**src/rtl/df_process_profiler_if.sv**
```systemverilog
// ----------------------------------------------------------------------------
// df_process_profiler_if
// Bundles the monitored ap_ctrl_chain handshake, FIFO stall indicators,
// control inputs and profiler results into one connection point.
//
//   master : the side driving the monitored handshake (process / testbench)
//   slave  : the profiler
//
// Signals
//   clear, finish                  control (master -> slave)
//   ap_start/ap_ready/ap_done/ap_continue, pin_stall, pout_stall
//                                  monitored process signals (master -> slave)
//   lat_ready                      latency record consumer ready (master -> slave)
//   *_cycles, txn_count            saturating counters (slave -> master)
//   lat_valid, lat_data            latency record stream head (slave -> master)
//   lat_overflow                   sticky record-dropped flag (slave -> master)
//   state                          profiler FSM state (slave -> master)
// ----------------------------------------------------------------------------
interface df_process_profiler_if #(
    parameter int CNT_W = 32
);
    logic             clear;
    logic             ap_start;
    logic             ap_ready;
    logic             ap_done;
    logic             ap_continue;
    logic             pin_stall;
    logic             pout_stall;
    logic             finish;
    logic             lat_ready;

    logic [CNT_W-1:0] idle_cycles;
    logic [CNT_W-1:0] active_cycles;
    logic [CNT_W-1:0] in_stall_cycles;
    logic [CNT_W-1:0] out_stall_cycles;
    logic [CNT_W-1:0] done_wait_cycles;
    logic [CNT_W-1:0] txn_count;
    logic             lat_valid;
    logic [CNT_W-1:0] lat_data;
    logic             lat_overflow;
    logic [1:0]       state;

    modport master (
        output clear, ap_start, ap_ready, ap_done, ap_continue,
               pin_stall, pout_stall, finish, lat_ready,
        input  idle_cycles, active_cycles, in_stall_cycles, out_stall_cycles,
               done_wait_cycles, txn_count, lat_valid, lat_data,
               lat_overflow, state
    );

    modport slave (
        input  clear, ap_start, ap_ready, ap_done, ap_continue,
               pin_stall, pout_stall, finish, lat_ready,
        output idle_cycles, active_cycles, in_stall_cycles, out_stall_cycles,
               done_wait_cycles, txn_count, lat_valid, lat_data,
               lat_overflow, state
    );
endinterface

```
**src/rtl/df_process_profiler.sv**
```systemverilog
// ----------------------------------------------------------------------------
// df_process_profiler
// Per-process dataflow profiler. Classifies every cycle of one HLS process
// (ap_ctrl_chain handshake plus FIFO stall flags) as idle / active /
// input-stall / output-stall / done-wait, keeps saturating cycle counters,
// and streams per-transaction latency records through a small FIFO.
//
// Ports
//   clock  : sampling clock, rising edge
//   reset  : asynchronous, active-low; clears all state
//   bus    : df_process_profiler_if.slave (handshake, controls, results)
// Parameters
//   CNT_W     : width of every counter and latency record
//   LAT_DEPTH : latency FIFO depth (power of two, >= 2)
// ----------------------------------------------------------------------------
module df_process_profiler #(
    parameter int CNT_W     = 32,
    parameter int LAT_DEPTH = 8
) (
    input  logic                 clock,
    input  logic                 reset,
    df_process_profiler_if.slave bus
);
    localparam int PTR_W = $clog2(LAT_DEPTH);
    localparam logic [PTR_W:0] FULL_CNT = (PTR_W+1)'(LAT_DEPTH);

    typedef enum logic [1:0] {
        S_IDLE      = 2'd0,
        S_ACTIVE    = 2'd1,
        S_DONE_WAIT = 2'd2,
        S_FINISHED  = 2'd3
    } state_t;

    function automatic logic [CNT_W-1:0] sat_inc(input logic [CNT_W-1:0] v);
        return (&v) ? v : v + CNT_W'(1);
    endfunction

    state_t           r_state;
    logic [CNT_W-1:0] r_lat;
    logic [CNT_W-1:0] r_idle, r_active, r_in_stall, r_out_stall, r_done_wait, r_txn;
    logic [CNT_W-1:0] r_mem [LAT_DEPTH];
    logic [PTR_W-1:0] r_wptr, r_rptr;
    logic [PTR_W:0]   r_count;
    logic             r_lat_valid;
    logic             r_overflow;

    state_t           w_next_state;
    logic [CNT_W-1:0] w_lat_inc, w_lat_next, w_emit_lat;
    logic             w_emit;
    logic             w_inc_idle, w_inc_active, w_inc_in, w_inc_out, w_inc_dw;
    logic             w_pop, w_full, w_push, w_drop;
    logic [PTR_W:0]   w_count_next;

    // Cycle classification and next-state decode
    always_comb begin
        w_next_state = r_state;
        w_lat_inc    = sat_inc(r_lat);
        w_lat_next   = r_lat;
        w_emit       = 1'b0;
        w_emit_lat   = '0;
        w_inc_idle   = 1'b0;
        w_inc_active = 1'b0;
        w_inc_in     = 1'b0;
        w_inc_out    = 1'b0;
        w_inc_dw     = 1'b0;
        unique case (r_state)
            S_IDLE: begin
                if (!bus.ap_start) begin
                    w_inc_idle = 1'b1;
                end else begin
                    w_inc_active = 1'b1;
                    w_lat_next   = CNT_W'(1);
                    if (bus.ap_done && bus.ap_continue) begin
                        w_emit     = 1'b1;
                        w_emit_lat = CNT_W'(1);
                    end else if (bus.ap_done) begin
                        w_next_state = S_DONE_WAIT;
                    end else begin
                        w_next_state = S_ACTIVE;
                    end
                end
            end
            S_ACTIVE: begin
                w_lat_next = w_lat_inc;
                if (bus.pin_stall)       w_inc_in     = 1'b1;
                else if (bus.pout_stall) w_inc_out    = 1'b1;
                else                     w_inc_active = 1'b1;
                if (bus.ap_done && bus.ap_continue) begin
                    w_emit       = 1'b1;
                    w_emit_lat   = w_lat_inc;
                    w_next_state = S_IDLE;
                end else if (bus.ap_done) begin
                    w_next_state = S_DONE_WAIT;
                end
            end
            S_DONE_WAIT: begin
                w_lat_next = w_lat_inc;
                w_inc_dw   = 1'b1;
                if (bus.ap_continue) begin
                    w_emit       = 1'b1;
                    w_emit_lat   = w_lat_inc;
                    w_next_state = S_IDLE;
                end
            end
            default: ;
        endcase
        // finish discards the cycle entirely: no count, no emit
        if (bus.finish) begin
            w_next_state = S_FINISHED;
            w_emit       = 1'b0;
            w_inc_idle   = 1'b0;
            w_inc_active = 1'b0;
            w_inc_in     = 1'b0;
            w_inc_out    = 1'b0;
            w_inc_dw     = 1'b0;
        end
    end

    // FIFO control; a pop frees the slot a same-cycle push needs when full
    always_comb begin
        w_pop  = r_lat_valid && bus.lat_ready;
        w_full = (r_count == FULL_CNT);
        w_push = w_emit && (!w_full || w_pop);
        w_drop = w_emit && w_full && !w_pop;
        unique case ({w_push, w_pop})
            2'b10:   w_count_next = r_count + (PTR_W+1)'(1);
            2'b01:   w_count_next = r_count - (PTR_W+1)'(1);
            default: w_count_next = r_count;
        endcase
    end

    always_ff @(posedge clock or negedge reset) begin
        if (!reset) begin
            r_state     <= S_IDLE;
            r_lat       <= '0;
            r_idle      <= '0;
            r_active    <= '0;
            r_in_stall  <= '0;
            r_out_stall <= '0;
            r_done_wait <= '0;
            r_txn       <= '0;
            r_wptr      <= '0;
            r_rptr      <= '0;
            r_count     <= '0;
            r_lat_valid <= 1'b0;
            r_overflow  <= 1'b0;
            for (int unsigned i = 0; i < LAT_DEPTH; i++) r_mem[i] <= '0;
        end else if (bus.clear) begin
            r_state     <= S_IDLE;
            r_lat       <= '0;
            r_idle      <= '0;
            r_active    <= '0;
            r_in_stall  <= '0;
            r_out_stall <= '0;
            r_done_wait <= '0;
            r_txn       <= '0;
            r_wptr      <= '0;
            r_rptr      <= '0;
            r_count     <= '0;
            r_lat_valid <= 1'b0;
            r_overflow  <= 1'b0;
        end else begin
            r_state <= w_next_state;
            r_lat   <= w_lat_next;
            if (w_inc_idle)   r_idle      <= sat_inc(r_idle);
            if (w_inc_active) r_active    <= sat_inc(r_active);
            if (w_inc_in)     r_in_stall  <= sat_inc(r_in_stall);
            if (w_inc_out)    r_out_stall <= sat_inc(r_out_stall);
            if (w_inc_dw)     r_done_wait <= sat_inc(r_done_wait);
            if (w_emit)       r_txn       <= sat_inc(r_txn);
            if (w_push) begin
                r_mem[r_wptr] <= w_emit_lat;
                r_wptr        <= r_wptr + PTR_W'(1);
            end
            if (w_pop) r_rptr <= r_rptr + PTR_W'(1);
            r_count     <= w_count_next;
            r_lat_valid <= (w_count_next != '0);
            if (w_drop) r_overflow <= 1'b1;
        end
    end

    assign bus.idle_cycles      = r_idle;
    assign bus.active_cycles    = r_active;
    assign bus.in_stall_cycles  = r_in_stall;
    assign bus.out_stall_cycles = r_out_stall;
    assign bus.done_wait_cycles = r_done_wait;
    assign bus.txn_count        = r_txn;
    assign bus.lat_valid        = r_lat_valid;
    // Head is forced to zero while empty so stale slots never show
    assign bus.lat_data         = r_lat_valid ? r_mem[r_rptr] : '0;
    assign bus.lat_overflow     = r_overflow;
    assign bus.state            = r_state;
endmodule

```
**src/flat_wrapper.sv**
```systemverilog
// flat-port wrapper written by rule: the top's interface ports become plain ports
module df_process_profiler_flat 
#(
    parameter int CNT_W     = 32,
    parameter int LAT_DEPTH = 8
)
  (clock, reset, bus_clear, bus_ap_start, bus_ap_ready, bus_ap_done, bus_ap_continue, bus_pin_stall, bus_pout_stall, bus_finish, bus_lat_ready, bus_idle_cycles, bus_active_cycles, bus_in_stall_cycles, bus_out_stall_cycles, bus_done_wait_cycles, bus_txn_count, bus_lat_valid, bus_lat_data, bus_lat_overflow, bus_state);
  df_process_profiler_if #(.CNT_W(CNT_W)) bus_i ();
  input  logic clock;
  input  logic reset;
  input wire logic [$bits(bus_i.clear)-1:0] bus_clear;
  input wire logic [$bits(bus_i.ap_start)-1:0] bus_ap_start;
  input wire logic [$bits(bus_i.ap_ready)-1:0] bus_ap_ready;
  input wire logic [$bits(bus_i.ap_done)-1:0] bus_ap_done;
  input wire logic [$bits(bus_i.ap_continue)-1:0] bus_ap_continue;
  input wire logic [$bits(bus_i.pin_stall)-1:0] bus_pin_stall;
  input wire logic [$bits(bus_i.pout_stall)-1:0] bus_pout_stall;
  input wire logic [$bits(bus_i.finish)-1:0] bus_finish;
  input wire logic [$bits(bus_i.lat_ready)-1:0] bus_lat_ready;
  output wire logic [$bits(bus_i.idle_cycles)-1:0] bus_idle_cycles;
  output wire logic [$bits(bus_i.active_cycles)-1:0] bus_active_cycles;
  output wire logic [$bits(bus_i.in_stall_cycles)-1:0] bus_in_stall_cycles;
  output wire logic [$bits(bus_i.out_stall_cycles)-1:0] bus_out_stall_cycles;
  output wire logic [$bits(bus_i.done_wait_cycles)-1:0] bus_done_wait_cycles;
  output wire logic [$bits(bus_i.txn_count)-1:0] bus_txn_count;
  output wire logic [$bits(bus_i.lat_valid)-1:0] bus_lat_valid;
  output wire logic [$bits(bus_i.lat_data)-1:0] bus_lat_data;
  output wire logic [$bits(bus_i.lat_overflow)-1:0] bus_lat_overflow;
  output wire logic [$bits(bus_i.state)-1:0] bus_state;
  assign bus_i.clear = bus_clear;
  assign bus_i.ap_start = bus_ap_start;
  assign bus_i.ap_ready = bus_ap_ready;
  assign bus_i.ap_done = bus_ap_done;
  assign bus_i.ap_continue = bus_ap_continue;
  assign bus_i.pin_stall = bus_pin_stall;
  assign bus_i.pout_stall = bus_pout_stall;
  assign bus_i.finish = bus_finish;
  assign bus_i.lat_ready = bus_lat_ready;
  assign bus_idle_cycles = bus_i.idle_cycles;
  assign bus_active_cycles = bus_i.active_cycles;
  assign bus_in_stall_cycles = bus_i.in_stall_cycles;
  assign bus_out_stall_cycles = bus_i.out_stall_cycles;
  assign bus_done_wait_cycles = bus_i.done_wait_cycles;
  assign bus_txn_count = bus_i.txn_count;
  assign bus_lat_valid = bus_i.lat_valid;
  assign bus_lat_data = bus_i.lat_data;
  assign bus_lat_overflow = bus_i.lat_overflow;
  assign bus_state = bus_i.state;
  df_process_profiler #(.CNT_W(CNT_W), .LAT_DEPTH(LAT_DEPTH)) u_core (.clock(clock), .reset(reset), .bus(bus_i));
endmodule
```
**config.mk**
```make
export PLATFORM = sky130hd
export DESIGN_NAME = df_process_profiler_flat
export DESIGN_NICKNAME = d
export VERILOG_FILES = /design/src/rtl/df_process_profiler_if.sv /design/src/rtl/df_process_profiler.sv /design/src/flat_wrapper.sv
export SDC_FILE = /design/constraint.sdc
export NUM_CORES = 1
export LEC_CHECK = 0
export BUFFER_PORTS_ARGS = -buffer_cell sky130_fd_sc_hd__buf_4
export CORE_MARGIN = 4
export CORE_UTILIZATION = 27
export DETAILED_ROUTE_END_ITERATION = 10
export PLACE_DENSITY_LB_ADDON = 0.12
export SYNTH_ARGS = -nofsm -noshare
export SYNTH_HDL_FRONTEND = slang
export SYNTH_SLANG_ARGS = --single-unit
```
**constraint.sdc**
```tcl
create_clock -name clock -period 10.6 [get_ports clock]
set_input_delay 0 -clock clock [delete_from_list [all_inputs] [get_ports clock]]
set_output_delay 0 -clock clock [all_outputs]
set_load 0.05 [all_outputs]
```
==> impl_metrics.json <==
{
  "outcome": "finished clean",
  "required_ns": 11.12,
  "syn_nets": 2436,
  "final.setup.tns_ns": 0,
  "max_stage_delay_ns": 0.67,
  "placementRows": 110,
  "ios": 239,
  "synth_top_area_cell": "dfrtp_1",
  "nFillCells": 9184,
  "syn_area_um2": 24560,
  "drive_gt1_share_pct": 18.80,
  "wl_per_cell_um": 19.44,
  "cts_buffer_depth": 3,
  "yosysSeqAreaShare_pct": 50.34,
  "syn2layout_area_growth_pct": 20.84,
  "drtIter0Drc": 1115,
  "ys_dominant_reg_cell": "dfrtp_1",
  "worst_pin_slew_ns": 1.050,
  "vias": 19030,
  "ys_warn_count": 0,
  "min_period_ns": 4.046,
  "crit_buf_inv": 2,
  "report.final.slew_viol_count": 0,
  "totalWireLength_mm": 74.57,
  "track_usage_pct": 15.35,
  "cp-end-kind": "register",
  "coreArea_um2": 90150,
  "viasPerCell": 4.962,
  "cp_max_fo": 45,
  "post_synth_num_cell_types": 67,
  "setup_ws_ns": 6.554,
  "irDropWorstVdd_v": 0.0001260,
  "rsz0062_at_grt": "false",
  "hold_viol": 0,
  "synth-edff-count": 0,
  "power.total_mw": 4.447,
  "cts-root-buf": "clkbuf_16",
  "crit_type": "reg2reg",
  "fmax_mhz": 247.2,
  "io_buffer_count": 237,
  "die_y_um": 309.6,
  "cp_cell_sequence": "inv_1, ha_1, nand2_1, o32ai_4, or3b_1, or4_2, buf_4, or2_0, o21ai_1",
  "netlist_top_cells_count": "494 x dfrtp_1, 300 x nand2_1, 214 x nor2_1, 212 x o21ai_0, 113 x xor2_1",
  "ys_async_sr_fraction_pct": 100.0,
  "cp.arrival_ns": 4.57,
  "htreeDepth": 2,
  "hold_path_class": "in2async",
  "cellLeakagePower_nw": 12.53,
  "synth_top_area_share_pct": 50.34,
  "dr.pass1.iters": 5,
  "post-route-drc-count": 0,
  "setup_viol": 0,
  "clk_latency_ns": 0.62,
  "grt_pass1_vias": 19200,
  "yosys_register_bits": 494,
  "grt_max_degree": 141,
  "overflow": 0,
  "crit_slowest_cell": "or4_2",
  "antenna_found_initial": 2,
  "fin_crit_sh_pct": 38.17,
  "final_nets": 2641,
  "relSlewSlack_pct": 30.01,
  "cts_buffers": 60,
  "gp_congestion": 0.7964,
  "post-place-ws_ns": 6.503,
  "syn-instance-count": 2409,
  "clock-sinks": 494,
  "drv_cap": 0,
  "ant_nets": 0,
  "synth.most_common_cell": "dfrtp_1",
  "finClkSkew_ns": 0.03711,
  "cts_tree": "built",
  "cp-start-kind": "register",
  "start_util_pct": 27.24,
  "die_x_um": 309.6,
  "crit_family": "simple AND/OR/NAND/NOR gates",
  "power_density_nw_per_um2": 149.8,
  "postSynthAreaPerCell_um2": 10.19,
  "dieArea_um2": 95850,
  "clkTransAtPathRegs_ns": 0.06,
  "grt_pass1_wl_mm": 116.1,
  "synth_area_leaders": "dfrtp_1 50%, mux4_2 5.9%, nand2_1 4.6%, o21ai_0 4.3%, xor2_1 4.0%",
  "dpl.hpwl_mm": 48.08
}
[through the flow]
stage | instances | hold slack (ns) | area, um2 | utilization (%)
final | 3836 | 0.0006100 | 29680 | 32.92
after global routing | 3836 | 0.04436 | 29680 | 32.92
after CTS | 3835 | 0.0004645 | 29670 | 32.92
after detailed placement | 3715 | 0.06210 | 27540 | 30.55
after global placement | 3715 | 0.04503 | 27540 | 30.55
after floorplan | 2409 | -0.2956 | 24560 | -
[state kept, by name (all words and copies together), names as in the netlist]
| signal | flops |
|---|---|
| u_core.bus.idle_cycles | 32 |
| u_core.r_wptr | 3 |
| u_core.r_count | 4 |
| u_core.r_rptr | 3 |
| u_core.bus.active_cycles | 32 |
| u_core.bus.txn_count | 32 |
| u_core.r_mem | 256 |
| u_core.bus.lat_overflow | 1 |
| u_core.bus.out_stall_cycles | 32 |
| u_core.bus.in_stall_cycles | 32 |
| u_core.r_lat | 32 |
| u_core.bus.lat_valid | 1 |
| u_core.bus.state | 2 |
| u_core.bus.done_wait_cycles | 32 |
[worst reg2reg max path: cells and delay by family (launching register included)]
| kind | cells | cell delay (ns) |
|---|---|---|
| and+or+nand+nor | 4 | 2.04 |
| buffers and inverters | 2 | 0.46 |
| adders and majority gates | 1 | 0.29 |
| DFF | 1 | 0.42 |
| AOI/OAI and AO/OA | 2 | 0.72 |
[worst paths after layout]
| path | start | end | slack, ns | depth (start not counted) |
|---|---|---|---|---|
| worst max-delay path | u_core.bus.state[0] | u_core.r_mem[209] | 6.55 | 9 |
| worst min-delay path | reset | u_core.r_mem[101] | 0.0006 | 2 |
| min in group clock | bus_ap_continue | u_core.bus.lat_overflow | 0.06 | 5 |
| worst max register to register | u_core.bus.state[0] | u_core.r_mem[209] | 6.55 | 9 |
| max in group asynchronous | reset | u_core.bus.done_wait_cycles[2] | 8.22 | 4 |
| worst min register to register | u_core.r_mem[154] | u_core.r_mem[154] | 0.47 | 2 |
[placed cells by master (no fill, tap or decap), types with 10 or more instances in the layout]
cell type / instances
a21oi_1: 56
a31oi_1: 10
and2_1: 15
and3_1: 41
and4_1: 30
buf_4: 263
clkbuf_1: 18
clkbuf_16: 60
clkinv_2: 10
dfrtp_1: 491
dlygate4sd3_1: 13
ha_1: 16
inv_1: 22
mux2_1: 28
mux2_2: 52
mux2i_1: 38
mux4_2: 64
nand2_1: 300
nand3_1: 101
nand4_1: 83
nor2_1: 214
nor2b_1: 36
nor3_1: 42
nor4_1: 35
o21ai_0: 212
o21ai_1: 42
o31ai_1: 10
or3_1: 40
xnor2_1: 73
xor2_1: 113
[repair_timing]
action,4_1_cts,5_1_grt
setup buffers,0,0
hold endpoints to repair,135,0
gates resized for setup,0,0
hold buffers,13,0
[cell type report]
cell class	instances	area, um2	share of cell area, %
tap	1176	1471	4.958
antenna	1	2.502	0.008432
clock inverter	21	322.8	1.088
multi-input combinational	1756	11600	39.07
timing repair buffer	279	2151	7.247
clock buffer	86	1679	5.658
sequential	494	12370	41.68
inverter	23	86.33	0.2909
[per-layer routing]
layer	share of wire [%]	vias up	global-route usage (%)
li1	-	8984	-
met1	45	9545	20.75
met2	47	405	25.01
met3	6.1	98	3.598
met4	2.1	2	3.688
met5	0.0094	-	0
[kinds of logic after synthesis]
| logic type | Yosys count | synth area share (%) |
|---|---|---|
| adder cells (fa/ha/maj) | 16 | 0.8152 |
| AND/OR/NAND/NOR | 1006 | 20.43 |
| multiplexers | 182 | 11.09 |
| AO/OA/AOI/OAI | 366 | 8.167 |
| buffers and inverters | 159 | 2.532 |
| flip-flops | 494 | 50.34 |
| XOR/XNOR | 186 | 6.633 |
[power by group]
| part | total [mW] | internal (mW) | switching, mW |
|---|---|---|---|
| clock | 2.12 | 1.29 | 0.831 |
| sequential | 1.94 | 1.90 | 0.0339 |
| combinational | 0.392 | 0.126 | 0.266 |
No activity file was read; power rests on OpenSTA's default activity.
